==> src/rtl/knn_sched_if.sv <==
// Memory and distance-core side of the KNN scheduler.
// The master modport is the scheduler; the slave modport is the memory/core side.
interface knn_sched_if #(
  parameter int COORD_W = 16,
  parameter int DATA_W  = 32,
  parameter int IDX_W   = 10
);
  logic                   mem_en;
  logic [IDX_W-1:0]       mem_addr;
  logic [2*COORD_W-1:0]   mem_rdata;
  logic                   core_rst;
  logic                   core_en;
  logic [2*COORD_W-1:0]   core_a;
  logic [2*COORD_W-1:0]   core_b;
  logic [DATA_W-1:0]      core_dist;

  modport master (
    output mem_en, mem_addr, core_rst, core_en, core_a, core_b,
    input  mem_rdata, core_dist
  );

  modport slave (
    input  mem_en, mem_addr, core_rst, core_en, core_a, core_b,
    output mem_rdata, core_dist
  );
endinterface

==> src/rtl/knn_sched.sv <==
// K-nearest-neighbour sequencer: walks N training points through the distance
// core and keeps a sorted top-K list (slot 0 nearest, ties keep the lower index).
module knn_sched #(
  parameter int COORD_W  = 16,
  parameter int DATA_W   = 32,
  parameter int IDX_W    = 10,
  parameter int K        = 4,
  parameter int DIST_LAT = 1
) (
  input  logic                  clk,
  input  logic                  rst,
  input  logic                  start,
  input  logic [IDX_W-1:0]      n_points,
  input  logic [2*COORD_W-1:0]  test_pt,
  output logic                  busy,
  output logic                  done,
  output logic [K*IDX_W-1:0]    nn_idx,
  output logic [K*DATA_W-1:0]   nn_dist,
  output logic [K-1:0]          nn_valid,
  knn_sched_if.master           bus
);

  localparam int WCNT_W = (DIST_LAT > 1) ? $clog2(DIST_LAT) : 1;

  typedef enum logic [2:0] {
    IDLE   = 3'd0,
    FETCH  = 3'd1,
    DIST   = 3'd2,
    WAIT   = 3'd3,
    INSERT = 3'd4,
    DONE   = 3'd5
  } state_t;

  state_t               state_r, state_next_s;
  logic [IDX_W-1:0]     i_r, npts_r, i_inc_s;
  logic [2*COORD_W-1:0] test_r, core_b_r;
  logic [WCNT_W-1:0]    wait_cnt_r;
  logic                 busy_r, done_r, mem_en_r, core_rst_r, core_en_r;
  logic [IDX_W-1:0]     idx_r   [K];
  logic [DATA_W-1:0]    dist_r  [K];
  logic [K-1:0]         valid_r;
  logic [IDX_W-1:0]     idx_nx_s  [K];
  logic [DATA_W-1:0]    dist_nx_s [K];
  logic [K-1:0]         valid_nx_s;
  logic [K-1:0]         le_s;

  assign i_inc_s = i_r + IDX_W'(1);

  // State register
  always_ff @(posedge clk) begin
    if (!rst) begin
      state_r <= IDLE;
    end else begin
      state_r <= state_next_s;
    end
  end

  // Next-state decode
  always_comb begin
    state_next_s = state_r;
    case (state_r)
      IDLE: begin
        if (start) begin
          state_next_s = (n_points == {IDX_W{1'b0}}) ? DONE : FETCH;
        end else begin
          state_next_s = IDLE;
        end
      end
      FETCH:  state_next_s = DIST;
      DIST:   state_next_s = WAIT;
      WAIT: begin
        if (wait_cnt_r == {WCNT_W{1'b0}}) begin
          state_next_s = INSERT;
        end else begin
          state_next_s = WAIT;
        end
      end
      INSERT: begin
        if (i_inc_s == npts_r) begin
          state_next_s = DONE;
        end else begin
          state_next_s = FETCH;
        end
      end
      DONE:    state_next_s = IDLE;
      default: state_next_s = IDLE;
    endcase
  end

  // Sorted insert: the list is always valid-prefix and ascending, so a slot keeps
  // its entry while it is <= the new distance, takes the new entry at the first
  // slot that is not, and inherits its upper neighbour after that.
  always_comb begin
    for (int j = 0; j < K; j++) begin
      le_s[j] = valid_r[j] && (dist_r[j] <= bus.core_dist);
    end
    if (le_s[0]) begin
      idx_nx_s[0]   = idx_r[0];
      dist_nx_s[0]  = dist_r[0];
      valid_nx_s[0] = valid_r[0];
    end else begin
      idx_nx_s[0]   = i_r;
      dist_nx_s[0]  = bus.core_dist;
      valid_nx_s[0] = 1'b1;
    end
    for (int j = 1; j < K; j++) begin
      if (le_s[j]) begin
        idx_nx_s[j]   = idx_r[j];
        dist_nx_s[j]  = dist_r[j];
        valid_nx_s[j] = valid_r[j];
      end else if (le_s[j-1]) begin
        idx_nx_s[j]   = i_r;
        dist_nx_s[j]  = bus.core_dist;
        valid_nx_s[j] = 1'b1;
      end else begin
        idx_nx_s[j]   = idx_r[j-1];
        dist_nx_s[j]  = dist_r[j-1];
        valid_nx_s[j] = valid_r[j-1];
      end
    end
  end

  // Datapath, list storage and registered control outputs
  always_ff @(posedge clk) begin
    if (!rst) begin
      i_r        <= {IDX_W{1'b0}};
      npts_r     <= {IDX_W{1'b0}};
      test_r     <= {(2*COORD_W){1'b0}};
      core_b_r   <= {(2*COORD_W){1'b0}};
      wait_cnt_r <= {WCNT_W{1'b0}};
      busy_r     <= 1'b0;
      done_r     <= 1'b0;
      mem_en_r   <= 1'b0;
      core_rst_r <= 1'b0;
      core_en_r  <= 1'b0;
      valid_r    <= {K{1'b0}};
      for (int j = 0; j < K; j++) begin
        idx_r[j]  <= {IDX_W{1'b0}};
        dist_r[j] <= {DATA_W{1'b0}};
      end
    end else begin
      busy_r     <= (state_next_s != IDLE);
      done_r     <= (state_next_s == DONE);
      mem_en_r   <= (state_next_s == FETCH);
      core_rst_r <= (state_next_s == FETCH);
      core_en_r  <= (state_next_s == DIST);
      case (state_r)
        IDLE: begin
          if (start) begin
            npts_r  <= n_points;
            test_r  <= test_pt;
            i_r     <= {IDX_W{1'b0}};
            valid_r <= {K{1'b0}};
          end
        end
        DIST: begin
          core_b_r   <= bus.mem_rdata;
          wait_cnt_r <= WCNT_W'(DIST_LAT - 1);
        end
        WAIT: begin
          if (wait_cnt_r != {WCNT_W{1'b0}}) begin
            wait_cnt_r <= wait_cnt_r - WCNT_W'(1);
          end
        end
        INSERT: begin
          for (int j = 0; j < K; j++) begin
            idx_r[j]  <= idx_nx_s[j];
            dist_r[j] <= dist_nx_s[j];
          end
          valid_r <= valid_nx_s;
          i_r     <= i_inc_s;
        end
        default: begin
        end
      endcase
    end
  end

  // Result packing, slot 0 at the LSBs
  always_comb begin
    nn_idx  = {(K*IDX_W){1'b0}};
    nn_dist = {(K*DATA_W){1'b0}};
    for (int j = 0; j < K; j++) begin
      nn_idx[j*IDX_W +: IDX_W]   = idx_r[j];
      nn_dist[j*DATA_W +: DATA_W] = dist_r[j];
    end
  end

  assign nn_valid     = valid_r;
  assign busy         = busy_r;
  assign done         = done_r;
  assign bus.mem_en   = mem_en_r;
  assign bus.mem_addr = i_r;
  assign bus.core_rst = core_rst_r;
  assign bus.core_en  = core_en_r;
  assign bus.core_a   = test_r;
  // mem_rdata lands during DIST, so core_b passes it straight through then
  assign bus.core_b   = (state_r == DIST) ? bus.mem_rdata : core_b_r;

endmodule
==> src/flat_wrapper.sv <==
// flat-port wrapper written by rule: the top's interface ports become plain ports
module knn_sched_flat 
#(
  parameter int COORD_W  = 16,
  parameter int DATA_W   = 32,
  parameter int IDX_W    = 10,
  parameter int K        = 4,
  parameter int DIST_LAT = 1
)
  (clk, rst, start, n_points, test_pt, busy, done, nn_idx, nn_dist, nn_valid, bus_mem_en, bus_mem_addr, bus_core_rst, bus_core_en, bus_core_a, bus_core_b, bus_mem_rdata, bus_core_dist);
  knn_sched_if #(.COORD_W(COORD_W), .DATA_W(DATA_W), .IDX_W(IDX_W)) bus_i ();
  input  logic clk;
  input  logic rst;
  input  logic start;
  input  logic [IDX_W-1:0] n_points;
  input  logic [2*COORD_W-1:0] test_pt;
  output logic busy;
  output logic done;
  output logic [K*IDX_W-1:0] nn_idx;
  output logic [K*DATA_W-1:0] nn_dist;
  output logic [K-1:0] nn_valid;
  output wire logic [$bits(bus_i.mem_en)-1:0] bus_mem_en;
  output wire logic [$bits(bus_i.mem_addr)-1:0] bus_mem_addr;
  output wire logic [$bits(bus_i.core_rst)-1:0] bus_core_rst;
  output wire logic [$bits(bus_i.core_en)-1:0] bus_core_en;
  output wire logic [$bits(bus_i.core_a)-1:0] bus_core_a;
  output wire logic [$bits(bus_i.core_b)-1:0] bus_core_b;
  input wire logic [$bits(bus_i.mem_rdata)-1:0] bus_mem_rdata;
  input wire logic [$bits(bus_i.core_dist)-1:0] bus_core_dist;
  assign bus_mem_en = bus_i.mem_en;
  assign bus_mem_addr = bus_i.mem_addr;
  assign bus_core_rst = bus_i.core_rst;
  assign bus_core_en = bus_i.core_en;
  assign bus_core_a = bus_i.core_a;
  assign bus_core_b = bus_i.core_b;
  assign bus_i.mem_rdata = bus_mem_rdata;
  assign bus_i.core_dist = bus_core_dist;
  knn_sched #(.COORD_W(COORD_W), .DATA_W(DATA_W), .IDX_W(IDX_W), .K(K), .DIST_LAT(DIST_LAT)) u_core (.clk(clk), .rst(rst), .start(start), .n_points(n_points), .test_pt(test_pt), .busy(busy), .done(done), .nn_idx(nn_idx), .nn_dist(nn_dist), .nn_valid(nn_valid), .bus(bus_i));
endmodule
==> config.mk <==
export PLATFORM = sky130hd
export DESIGN_NAME = knn_sched_flat
export DESIGN_NICKNAME = d
export VERILOG_FILES = /design/src/rtl/knn_sched_if.sv /design/src/rtl/knn_sched.sv /design/src/flat_wrapper.sv
export SDC_FILE = /design/constraint.sdc
export NUM_CORES = 1
export LEC_CHECK = 0
export BUFFER_PORTS_ARGS = -buffer_cell sky130_fd_sc_hd__buf_2
export CAP_MARGIN = 20
export CORE_MARGIN = 4
export CORE_UTILIZATION = 35
export CTS_CLUSTER_DIAMETER = 50
export DETAILED_ROUTE_END_ITERATION = 10
export PLACE_DENSITY = 0.71
export SKIP_LAST_GASP = 1
export SYNTH_ARGS = -nofsm -noshare
export SYNTH_HDL_FRONTEND = slang
export SYNTH_SLANG_ARGS = --single-unit
export TNS_END_PERCENT = 20
==> constraint.sdc <==
create_clock -name clk -period 5.9 [get_ports clk]
set_input_delay 1.18 -clock clk [delete_from_list [all_inputs] [get_ports clk]]
set_output_delay 1.18 -clock clk [all_outputs]
set_load 0.1 [all_outputs]
# Yosys cells after proc, flatten, opt, wreduce, memory -nomap -nowiden
# Memories as Yosys holds them, arrays and structs flattened.
# Cells that the tools add are included.
# word_totals
mem_bits_ro	0
memories	2
ramBits	168
latchBits	0
elab_cells	103
ff_bits	96
output_inout_bits	251
# mem_list
name	words	width	read_ports	rd_ports_with_merged_regs	write_ports	line	rtl
u_core.dist_r	4	32	4	0	4	knn_sched.sv:40	logic [DATA_W-1:0] dist_r [K];
u_core.idx_r	4	10	4	0	4	knn_sched.sv:39	logic [IDX_W-1:0] idx_r [K];
# classes
n_reduce_logical	15
n_lt_le_gt_ge	4
n_eq_ne	13
bitwise	8
div_mod_pow	0
shift	0
mul	0
add_sub_neg	2
mux	45
# op_table
op	count
32-bit 2-to-1 mux	12
32-bit less-or-equal comparator	4
10-bit 2-to-1 mux	12
10-bit one-hot mux with 2 select lines	1
3-bit one-hot mux with 5 select lines	1
1-bit 2-to-1 mux	12
3-bit 2-to-1 mux	4
3-bit AND reduction	4
10-bit by 1-bit adder with 10-bit output, second input constant	1
10-bit equality test	1
10-bit zero test	1
2-bit != test, second input constant	5
3-bit by 2-bit equality test with 1-bit output, second input constant	3
1-bit OR	8
4-bit one-hot mux with 2 select lines	1
3-bit by 1-bit equality test with 1-bit output, second input constant	2
3-bit equality test, second input constant	2
1-bit logical AND	4
4-bit 2-to-1 mux	1
2-bit AND reduction	2
2-bit nonzero test	2
3-bit zero test	1
3-bit nonzero test	1
1-bit one-hot mux with 2 select lines	1
1-bit subtractor, second input constant	1

# Logic depth before layout (Yosys ltp)
# depth
ltp_word	5
mapped_depth	11

# Least setup slack after synthesis
# Ideal clock, no wire load.
# synth_path
kind	input to register
start	input port bus_core_dist[14]
end	memory u_core.dist_r[2][0], enable pin
n_path_buf	0
setup_slack_ps	-355
path_stages	8
setup_ps	500
t_arrival_ps	5756
cell_sequence	inv_1 > ha_1 > nand4_1 > or3_4 > a211o_1 > a311oi_2 > nor3_2 > o21ai_0
# synth_lines
element	line	rtl
start: declaration	flat_wrapper.sv:29	input wire logic [$bits(bus_i.core_dist)-1:0] bus_core_dist;
end: declaration	knn_sched.sv:40	

==> qor.yml <==
die:
  die_x_um: 207
  io_pins: 360
  fp-row-count: 72
  core_area_um2: 38900
  die_h_um: 207
  start_util: 0.357
  die_area_um2: 43000
timing:
  fin_crit_sh: 0.752
  slew_headroom: 0.303
  slew_viol_final: 0
  fin_crit_ns: 4.44
  fin_tns_setup_ns: 0
  rsz0062_at_grt: "false"
  hold_viol: 0
  fmax_mhz: 225
  worstMarginPinSlew_ns: 1.04
  finClkSkew_ns: 0.0250
  setup_viol: 0
worst_setup_path:
  cp-start-kind: "input pin"
  setup.worst_path.end: "u_core.dist_r[2][4]"
  worstPathArrival_ns: 4.84
  end_kind: "register"
  worstReg2RegStart: "u_core.dist_r[1][27]"
  r2r_end: "u_core.dist_r[2][4]"
  required_ns: 6.30
  worstPathMaxFanout: 42
  r2r_cells: 8
  reg2reg_slack_ns: 1.86
  cp-startpoint: "bus_core_dist[27]"
  critical_path_class: "input pin to register"
clocking:
  tritoncts: "yes"
  cts_setup_buffers: 0
  clk_pin_slew_worst_paths_ns: 0.06
  ctsHoldBuffers: 0
  cts_root_buf: "clkbuf_16"
  clkLatencyLatePin_ns: 0.55
  clock_sinks: 263
  ctsResizeCount: 0
  numCtsBuffers: 38
  h-tree-depth: 2
  cts_buffer_depth: 3
drt:
  num_vias: 11301
  antenna_left: 0
  via_per_inst: 5.24
  dr.first_iter.drc_count: 769
  routed_wl_um: 44700
  drc: 0
  wl_per_cell_um: 20.7
  firstDrtPassIters: 7
synthesis:
  ys_types: 59
  ys_ff_latch: 263
  avgSynthCellArea_um2: 10.9
  async_reset_ff_frac: 0
  ys.flop_type: "edfxtp_1"
  synth_nets: 1508
  syn-cell-area_um2: 13900
  synthCells: 1270
  ys_seq_area_frac: 0.500
  synth_edf_count: 168
  yosys_warnings: 0
layout:
  final_common_cell: "buf_2"
  final_layout_size_suffix_gt1_frac: 0.319
  layout_common_cells: "buf_2 (359), nand2_1 (213), edfxtp_1 (168)"
  syn_to_final_growth_pct: 26.2
  finish.utilization: 0.451
  nets: 1845
  fillCellCount: 3675
global_routing:
  grt_pass1_vias: 11260
  grt-ovfl-total: 0
  grt_max_degree: 99
  use_met2: 0.323
  antenna_found_initial: 3
  grt_first_pass_wirelength_um: 67900
  busiest_layer: "met2"
  met1_usage: 0.256
  met3_usage: 0.0635
  track_usage: 0.199
place:
  port_buffers: 359
  hpwl_um: 33000
  gp_congestion: 0.924
pwr:
  peakVddDrop_mv: 0.264
  power_mw: 6.15
  p_leak_nw: 8.37
  power_density_nw_per_um2: 350
min_path:
  min_path_type: "register to register"
flow_run:
  maxCapViolCount: 0
status:
  status: "finished, final reports clean"
## critical path, stage by stage
cell and delay [ns]:
buf_2 0.13, inv_1 0.10, ha_1 0.33, nand4_1 0.23
nor4_1 0.58, nand3_1 0.21, o311a_1 0.17, a211oi_1 0.63
and2_2 0.99, a22o_1 0.28
## area by class of cell
class                      instances  area [um2]  share of cell area
antenna                            3        7.51            0.000428
clock buffer                      48        1080              0.0617
clock inverter                    22         277              0.0158
inverter                          81         304              0.0173
multi-input combinational        848        6330               0.361
sequential                       263        6950               0.396
tap                              518         648              0.0369
timing repair buffer             375        1950               0.111
## worst min path at each step
stage                                     start               endpoint  cells after the start
after detailed placement   u_core.bus.core_a[5]   u_core.bus.core_a[5]                      2
final                      u_core.bus.core_a[5]   u_core.bus.core_a[5]                      2
after global placement    u_core.bus.core_a[28]  u_core.bus.core_a[28]                      2
after CTS                  u_core.bus.core_a[5]   u_core.bus.core_a[5]                      2
after global routing       u_core.bus.core_a[5]   u_core.bus.core_a[5]                      2
after floorplan                u_core.npts_r[1]       u_core.npts_r[1]                      2
## cells by family (layout without fill, tap and decap cells)
kind of cell             after synthesis  after routing  share of synthesized area
XOR/XNOR                              17             17                     0.0107
flip-flops                           263            263                      0.500
adder cells (fa/ha/maj)              129            129                      0.116
AND/OR/NAND/NOR                      364            364                      0.125
other                                  0              3                          0
buffers and inverters                159            526                     0.0510
multiplexers                          76             76                     0.0577
AO/OA/AOI/OAI                        262            262                      0.140
## power breakdown
part           internal [mW]  total, mW  switching, mW  leakage, nW
Sequential              2.08       2.16         0.0811         2.51
Clock                   1.50       2.40          0.896        0.664
Combinational          0.300       1.59           1.29         5.19
## through the flow
| step | hold WS, ns | cell area, um2 | setup WS, ns | instances |
|---|---|---|---|---|
| after detailed placement | 0.459 | 16200 | 0.909 | 2085 |
| final | 0.465 | 17500 | 1.46 | 2158 |
| after floorplan | 0.455 | 13900 | 0.0712 | 1270 |
| after CTS | 0.468 | 17500 | 1.46 | 2155 |
| after global placement | 0.450 | 16200 | 0.948 | 2085 |
| after global routing | 0.491 | 17500 | 1.20 | 2157 |
## state kept, by name, indices dropped and copies added, names as in the netlist
name,cells
u_core.dist_r,128
u_core.idx_r,40
u_core.bus.core_a,32
u_core.core_b_r,32
u_core.bus.mem_addr,10
u_core.npts_r,10
u_core.nn_valid,4
u_core.state_r,3
u_core.bus.core_en,1
u_core.bus.mem_en,1
u_core.busy,1
u_core.done,1
## synth_stat cells, drive strengths merged (2+ instances only)
cell type	count	area [um2]
o211ai	7	52.6
edfxtp	168	5040
nand4	30	194
nor2b	14	87.6
nand2	213	800
nor3b	2	15.0
a211oi	2	15.0
o211a	3	30.0
nor3	13	75.1
a21o	13	97.6
and4	2	17.5
a21boi	48	360
a221oi	2	17.5
mux2	33	372
a22o	84	772
nor2	18	70.1
xor2	3	26.3
nand2b	4	25.0
dfxtp	95	1900
xnor2	14	123
a21oi	55	275
and3	3	18.8
buf	32	233
a22oi	5	37.5
or4	2	18.8
nor4	11	98.8
and2	35	219
ha	129	1610
mux2i	43	430
o21ai	24	120
a31oi	5	37.5
clkbuf	46	173
nand3	13	65.1
inv	81	304
o21a	5	37.5
## per-layer routing
metal  up-vias  part of all wire
met5         -                 0
met4         0             0.028
met3        75             0.099
met2       483              0.46
met1      5456              0.41
li1       5287                 -
(Power assumes the default switching activity.)
